### src/rtl/mem_to_axi_mst.sv
// Single-outstanding bridge from a req/gnt memory port to a single-beat AXI4 master.
// The mem side gets no further grant until the response pulse of the current access.
module mem_to_axi_mst #(
   parameter int ADDR_WIDTH   = 32,
   parameter int MEM_DW       = 32,
   parameter int AXI_DW       = 64,
   parameter int AXI_ID_WIDTH = 4,
   parameter int AXI_ID       = 0
) (
   input  logic                    clk_i,
   input  logic                    rst_ni,
   input  logic                    req_i,
   output logic                    gnt_o,
   input  logic                    we_i,
   input  logic [MEM_DW/8-1:0]     be_i,
   input  logic [ADDR_WIDTH-1:0]   addr_i,
   input  logic [MEM_DW-1:0]       wdata_i,
   output logic                    rsp_valid_o,
   output logic [MEM_DW-1:0]       rsp_rdata_o,
   output logic                    rsp_err_o,
   output logic                    aw_valid_o,
   input  logic                    aw_ready_i,
   output logic [ADDR_WIDTH-1:0]   aw_addr_o,
   output logic [AXI_ID_WIDTH-1:0] aw_id_o,
   output logic [7:0]              aw_len_o,
   output logic [2:0]              aw_size_o,
   output logic [1:0]              aw_burst_o,
   output logic                    w_valid_o,
   input  logic                    w_ready_i,
   output logic [AXI_DW-1:0]       w_data_o,
   output logic [AXI_DW/8-1:0]     w_strb_o,
   output logic                    w_last_o,
   input  logic                    b_valid_i,
   output logic                    b_ready_o,
   input  logic [1:0]              b_resp_i,
   output logic                    ar_valid_o,
   input  logic                    ar_ready_i,
   output logic [ADDR_WIDTH-1:0]   ar_addr_o,
   output logic [AXI_ID_WIDTH-1:0] ar_id_o,
   output logic [7:0]              ar_len_o,
   output logic [2:0]              ar_size_o,
   output logic [1:0]              ar_burst_o,
   input  logic                    r_valid_i,
   output logic                    r_ready_o,
   input  logic [AXI_DW-1:0]       r_data_i,
   input  logic [1:0]              r_resp_i,
   input  logic                    r_last_i,
   output logic [2:0]              state_o
);

   localparam int MEM_BW    = MEM_DW / 8;
   localparam int AXI_BW    = AXI_DW / 8;
   localparam int NUM_LANES = AXI_DW / MEM_DW;
   localparam int LANE_W    = (NUM_LANES > 1) ? $clog2(NUM_LANES) : 1;
   localparam int MEM_OFF   = $clog2(MEM_BW);

   typedef enum logic [2:0] {IDLE, WR_REQ, RD_REQ, WR_RSP, RD_RSP, RESP} state_t;

   state_t                  state, state_next;
   logic [MEM_BW-1:0]       be_q;
   logic [ADDR_WIDTH-1:0]   addr_q;
   logic [MEM_DW-1:0]       wdata_q;
   logic [MEM_DW-1:0]       rdata_q;
   logic                    err_q;
   logic                    aw_done, w_done;
   logic [LANE_W-1:0]       lane;
   logic [AXI_BW-1:0]       strb_base;
   logic                    unused_r_last;

   assign unused_r_last = r_last_i;

   if (NUM_LANES > 1) begin : g_lane
      assign lane = addr_q[MEM_OFF +: LANE_W];
   end else begin : g_no_lane
      assign lane = '0;
   end

   // Every channel transfers on a cycle where valid and ready are both high;
   // valids never wait on readies and, once raised, stay up with stable payload until that cycle.
   always_comb begin
      state_next  = state;
      gnt_o       = 1'b0;
      aw_valid_o  = 1'b0;
      w_valid_o   = 1'b0;
      b_ready_o   = 1'b0;
      ar_valid_o  = 1'b0;
      r_ready_o   = 1'b0;
      rsp_valid_o = 1'b0;
      case (state)
         IDLE: begin
            gnt_o = req_i;
            if (req_i) state_next = we_i ? WR_REQ : RD_REQ;
         end
         WR_REQ: begin
            aw_valid_o = !aw_done;
            w_valid_o  = !w_done;
            if ((aw_done || aw_ready_i) && (w_done || w_ready_i)) state_next = WR_RSP;
         end
         WR_RSP: begin
            b_ready_o = 1'b1;
            if (b_valid_i) state_next = RESP;
         end
         RD_REQ: begin
            ar_valid_o = 1'b1;
            if (ar_ready_i) state_next = RD_RSP;
         end
         RD_RSP: begin
            r_ready_o = 1'b1;
            if (r_valid_i) state_next = RESP;
         end
         RESP: begin
            rsp_valid_o = 1'b1;
            state_next  = IDLE;
         end
         default: state_next = IDLE;
      endcase
   end

   always_ff @(posedge clk_i or negedge rst_ni) begin
      if (!rst_ni) begin
         state   <= IDLE;
         be_q    <= '0;
         addr_q  <= '0;
         wdata_q <= '0;
         rdata_q <= '0;
         err_q   <= 1'b0;
         aw_done <= 1'b0;
         w_done  <= 1'b0;
      end else begin
         state <= state_next;
         if (gnt_o) begin
            be_q    <= be_i;
            addr_q  <= addr_i;
            wdata_q <= wdata_i;
            aw_done <= 1'b0;
            w_done  <= 1'b0;
         end
         if (aw_valid_o && aw_ready_i) aw_done <= 1'b1;
         if (w_valid_o && w_ready_i) w_done <= 1'b1;
         if (b_ready_o && b_valid_i) begin
            err_q   <= (b_resp_i != 2'b00);
            rdata_q <= '0;
         end
         if (r_ready_o && r_valid_i) begin
            err_q   <= (r_resp_i != 2'b00);
            rdata_q <= r_data_i[int'(lane)*MEM_DW +: MEM_DW];
         end
      end
   end

   // The mem word is copied to every lane; only the strobes pick the addressed one.
   always_comb begin
      strb_base             = '0;
      strb_base[MEM_BW-1:0] = be_q;
   end

   assign w_strb_o    = strb_base << (int'(lane) * MEM_BW);
   assign w_data_o    = {NUM_LANES{wdata_q}};
   assign w_last_o    = 1'b1;
   assign aw_addr_o   = addr_q;
   assign ar_addr_o   = addr_q;
   assign aw_id_o     = AXI_ID_WIDTH'(AXI_ID);
   assign ar_id_o     = AXI_ID_WIDTH'(AXI_ID);
   assign aw_len_o    = 8'd0;
   assign ar_len_o    = 8'd0;
   assign aw_size_o   = 3'(MEM_OFF);
   assign ar_size_o   = 3'(MEM_OFF);
   assign aw_burst_o  = 2'b01;
   assign ar_burst_o  = 2'b01;
   assign rsp_rdata_o = rdata_q;
   assign rsp_err_o   = err_q;
   assign state_o     = state;

endmodule

### config.mk
export PLATFORM = sky130hd
export DESIGN_NAME = mem_to_axi_mst
export DESIGN_NICKNAME = d
export VERILOG_FILES = /design/src/rtl/mem_to_axi_mst.sv
export SDC_FILE = /design/constraint.sdc
export NUM_CORES = 1
export LEC_CHECK = 0
export ABC_AREA = 1
export ABC_CLOCK_PERIOD_IN_PS = 2800
export CORE_AREA = 2 2 138 140
export DETAILED_ROUTE_END_ITERATION = 6
export DIE_AREA = 0 0 140 142
export HOLD_SLACK_MARGIN = 0.06
export PLACE_DENSITY = 0.68
export SLEW_MARGIN = 20
export SYNTH_ARGS = -nofsm -noshare
export SYNTH_HDL_FRONTEND = slang
export SYNTH_SLANG_ARGS = --single-unit
### constraint.sdc
create_clock -name clk_i -period 2.8 [get_ports clk_i]
set_clock_uncertainty 0.1 [all_clocks]
set_input_delay 0.42 -clock clk_i [delete_from_list [all_inputs] [get_ports clk_i]]
set_output_delay 0.42 -clock clk_i [all_outputs]
set_load 0.1 [all_outputs]
# Yosys cells after proc, flatten, opt, wreduce, memory -nomap -nowiden

Index checks and enable logic that the tools add are counted.

Register bits after elaboration: 106
Input port bits: 146
Output and inout port bits: 214
Logic and storage cells: 57

Equality and inequality tests: 10
Shifts and indexed selects: 2
Multiplexer cells: 21
Reductions and logical operators: 16

Operators by type and width:

| cell                                                                  | number |
|---|---|
| 32-bit two-way mux                                                    | 2 |
| 64-bit by 7-bit variable part select with 32-bit output               | 1 |
| 3-bit two-way mux                                                     | 5 |
| 3-bit one-hot mux with 5 select lines                                 | 1 |
| 1-bit two-way mux                                                     | 12 |
| 2-bit inequality test, second input constant                          | 5 |
| 2-bit nonzero test                                                    | 5 |
| 4-bit by 3-bit << shifter with 8-bit output                           | 1 |
| 3-bit by 2-bit equality test with 1-bit output, second input constant | 2 |
| 3-bit equality test, second input constant                            | 2 |
| 1-bit logical AND                                                     | 5 |
| 5-bit AND reduction                                                   | 1 |
| 3-bit by 1-bit equality test with 1-bit output, second input constant | 1 |
| 3-bit logical NOT                                                     | 1 |
| 1-bit logical NOT                                                     | 2 |
| 1-bit logical OR                                                      | 2 |
| 2-bit two-way mux                                                     | 1 |

# Longest topological paths before layout

Depth after elaboration: 5
Depth in mapped cells: 8
Depth with buffers taken out: 8

# Worst setup path after synthesis

Ideal clock, no wire load.

Path type: register -> output
Start point: register state[2], in the netlist state_o[2]
End point: output port rsp_valid_o
Arrival time: 3,226 ps
Required time: 2,280 ps
Path slack: -946 ps
Stages on the path, launching flop included: 3
Buffers on the path: 0
Path through: dfrtp_1 inv_2 nor3_1

Word-level cells in the longest chain between the ends: 2

RTL lines:

| what                     | line | source |
|---|---|---|
| start: declaration       | 59   | `state_t state, state_next;` |
| start signal: assignment | 130  | `state <= state_next;` |
| 3-bit equality test      | 89   | `case (state)` |
| 1-bit two-way mux        | 89   |  |
| end: declaration         | 18   | `output logic rsp_valid_o,` |

No other way between the ends.

# Worst setup path after layout

Start point: register state[2], in the netlist state_o[2]
End point: output port w_valid_o

Word-level cells in the longest chain between the ends: 2

RTL lines:

| what                                           | line | source |
|---|---|---|
| 3-bit by 1-bit equality test with 1-bit output | 89   |  |
| 1-bit two-way mux                              | 89   |  |
| end: declaration                               | 28   | `output logic w_valid_o,` |

No other way between the ends.

==> impl_metrics.ini <==
[place]
gp_congestion = 0.8156
pre_cts_ws_ps = 775.3
hpwl_microns = 11900
io_buffer_count = 323

[worst_setup_path]
crit_chain = inv_2 -> nand2_1 -> nor2_1 -> inv_1 -> nor2_1 -> buf_4
cpMaxStageDelayCell = dfrtp_1
arrival_ps = 1760
path_common_cell = nor2_1
startpoint_type = flop
cp-end-kind = primary output
cp_max_fo = 8
slowest_delay_ps = 500
crit_required_ps = 2280
crit_type = reg2out
reg2reg_from = state_o[1]$_DFFE_PN0P_
crit_start = state_o[2]$_DFFE_PN0P_

[floorplan]
die_area_sq_mm = 0.01988
die_h_microns = 142
ios = 360
rows = 50
initial_utilization_pct = 29.48
die_x_microns = 140
core_area_sq_mm = 0.01846

[sta]
max_clock_freq_ghz = 0.4386
fin_crit_ps = 2280
slew_headroom_pct = 55.41
finalMaxSlewViolations = 0
hold_ws_ps = -36.48
finalSetupViolations = 0
finalCritPeriodShare_pct = 81.42
rsz0062_at_grt = no
hold_viol = 9
finalWorstSetupSlack_ps = 520.2
tightest_slew_ps = 668.9

[yosys]
synthDistinctLibCells = 23
synth_top_area_share_pct = 48.76
syn-cell-area_sq_mm = 0.005440
synth-seq-area-share_pct = 48.76
synth_top_cell_by_area = dfrtp_1
ys.warnings.count = 0
ys_ff_latch = 106
syn_inst = 674
synth_edf_count = 0
synthArstFlopShare_pct = 100.0
synth_area_leaders = dfrtp_1, nand2_1, buf_4, inv_1, o211ai_1
synthFlopType = dfrtp_1
syn_area_per_cell_sq_um = 8.072

[clocking]
cts_hold_buf = 0
cts_tree = built
h-tree-depth = 3
cts_resized = 0
cts_buffer_depth = 2
cts.sinks = 106
clockRootBuffer = clkbuf_16
clk_pin_slew_ps = 80
cts_setup_buffers = 0
clk_latency_ps = 350
cts_inserted_buffers = 9

[global_routing]
antenna_found_initial = 0
grt_pass1_vias = 4298
grt_usage_pct = 15.36
overflow = 0
grt_pass1_wl_microns = 23870
grt_max_degree = 107

[drt]
drtIter0Drc = 269
drt.antenna.violating_nets = 0
via_per_inst = 4.132
wl_per_cell_microns = 13.62
dr.pass1.iters = 7
drc = 25
dr_total_vias = 4805
wl_microns = 15840

[layout]
area_delta_synth_final_pct = 50.92
multiInputGateArea_sq_mm = 0.001692
seqCellArea_sq_mm = 0.002654
final_common_cell = nand2_1
final_layout_size_suffix_gt1_share_pct = 23.90
diodes = 0
final_cell_mix = nand2_1, buf_4, clkdlybuf4s50_1
nFillCells = 1841
fin_nets = 1070

[run_status]
violations = design-rule violations, negative hold slack
outcome = complete, but fails checks

[job]
cap_violations = 0

[min_path]
min_path_type = in2async
## worst max-delay path, delay by kind of cell, from the launching register on
kind,cells,cell delay (ps)
AND/OR/NAND/NOR,3,360
flip-flops,1,500
buffers and inverters,3,530
## metrics by stage
stage	setup TNS [ps]	area [sq um]	cells	util [%]
after detailed placement	0	7885	1147	42.73
after floorplan	-1185	5587	707	-
after global routing	0	8210	1163	44.49
final	0	8210	1163	44.49
after CTS	0	8210	1163	44.49
after global placement	0	7885	1147	42.73
## flip-flops by register name, summed over array words and instances (netlist names)
register	count
state_o	3
be_q	4
wdata_q	32
rsp_err_o	1
w_done	1
ar_addr_o	32
aw_done	1
rsp_rdata_o	32
## per-layer routing
layer	track usage (%)	wire, microns
met1	19.24	6472
met2	26.73	7999
met3	2.961	1136
met4	5.157	226
met5	0	0
## cell families after synthesis
kind of cell           synth area share, %
AO/OA/AOI/OAI                        8.671
buffers and inverters                22.84
flip-flops                           48.76
other                               0.1380
AND/OR/NAND/NOR                      19.60
## synth_stat cells (3+ instances only)
cell and n:
buf_1 4, nor2_1 12, buf_4 103, dfrtp_1 106
buf_6 5, nand2_1 251, o21ai_0 33, o211ai_1 32
inv_1 85, clkbuf_1 3, nand3_1 3, buf_2 12
o21ai_1 10
## path summary, 6_finish.rpt
path | slack (ps) | endpoint | cells after the start
worst max-delay path | 520 | w_valid_o | 6
worst min-delay path | -40 | ar_addr_o[15]$_DFFE_PN0P_ | 2
worst max register to register | 970 | rsp_rdata_o[14]$_DFFE_PN0P_ | 6
worst min register to register | 400 | ar_addr_o[20]$_DFFE_PN0P_ | 2
max in group asynchronous | 2030 | ar_addr_o[2]$_DFFE_PN0P_ | 2
min in group clk_i | 400 | ar_addr_o[20]$_DFFE_PN0P_ | 2
## layout make-up
| cell class | instances | area share, % |
|---|---|---|
| Inverter | 87 | 3.977 |
| Clock inverter | 7 | 1.219 |
| Clock buffer | 9 | 2.743 |
| Sequential cell | 106 | 32.32 |
| Tap cell | 234 | 3.566 |
| Multi-Input combinational cell | 387 | 20.60 |
| Timing Repair Buffer | 333 | 35.57 |
Power is not shown: default switching activity piles up to over one toggle a cycle in this logic, so the estimate is an artifact.
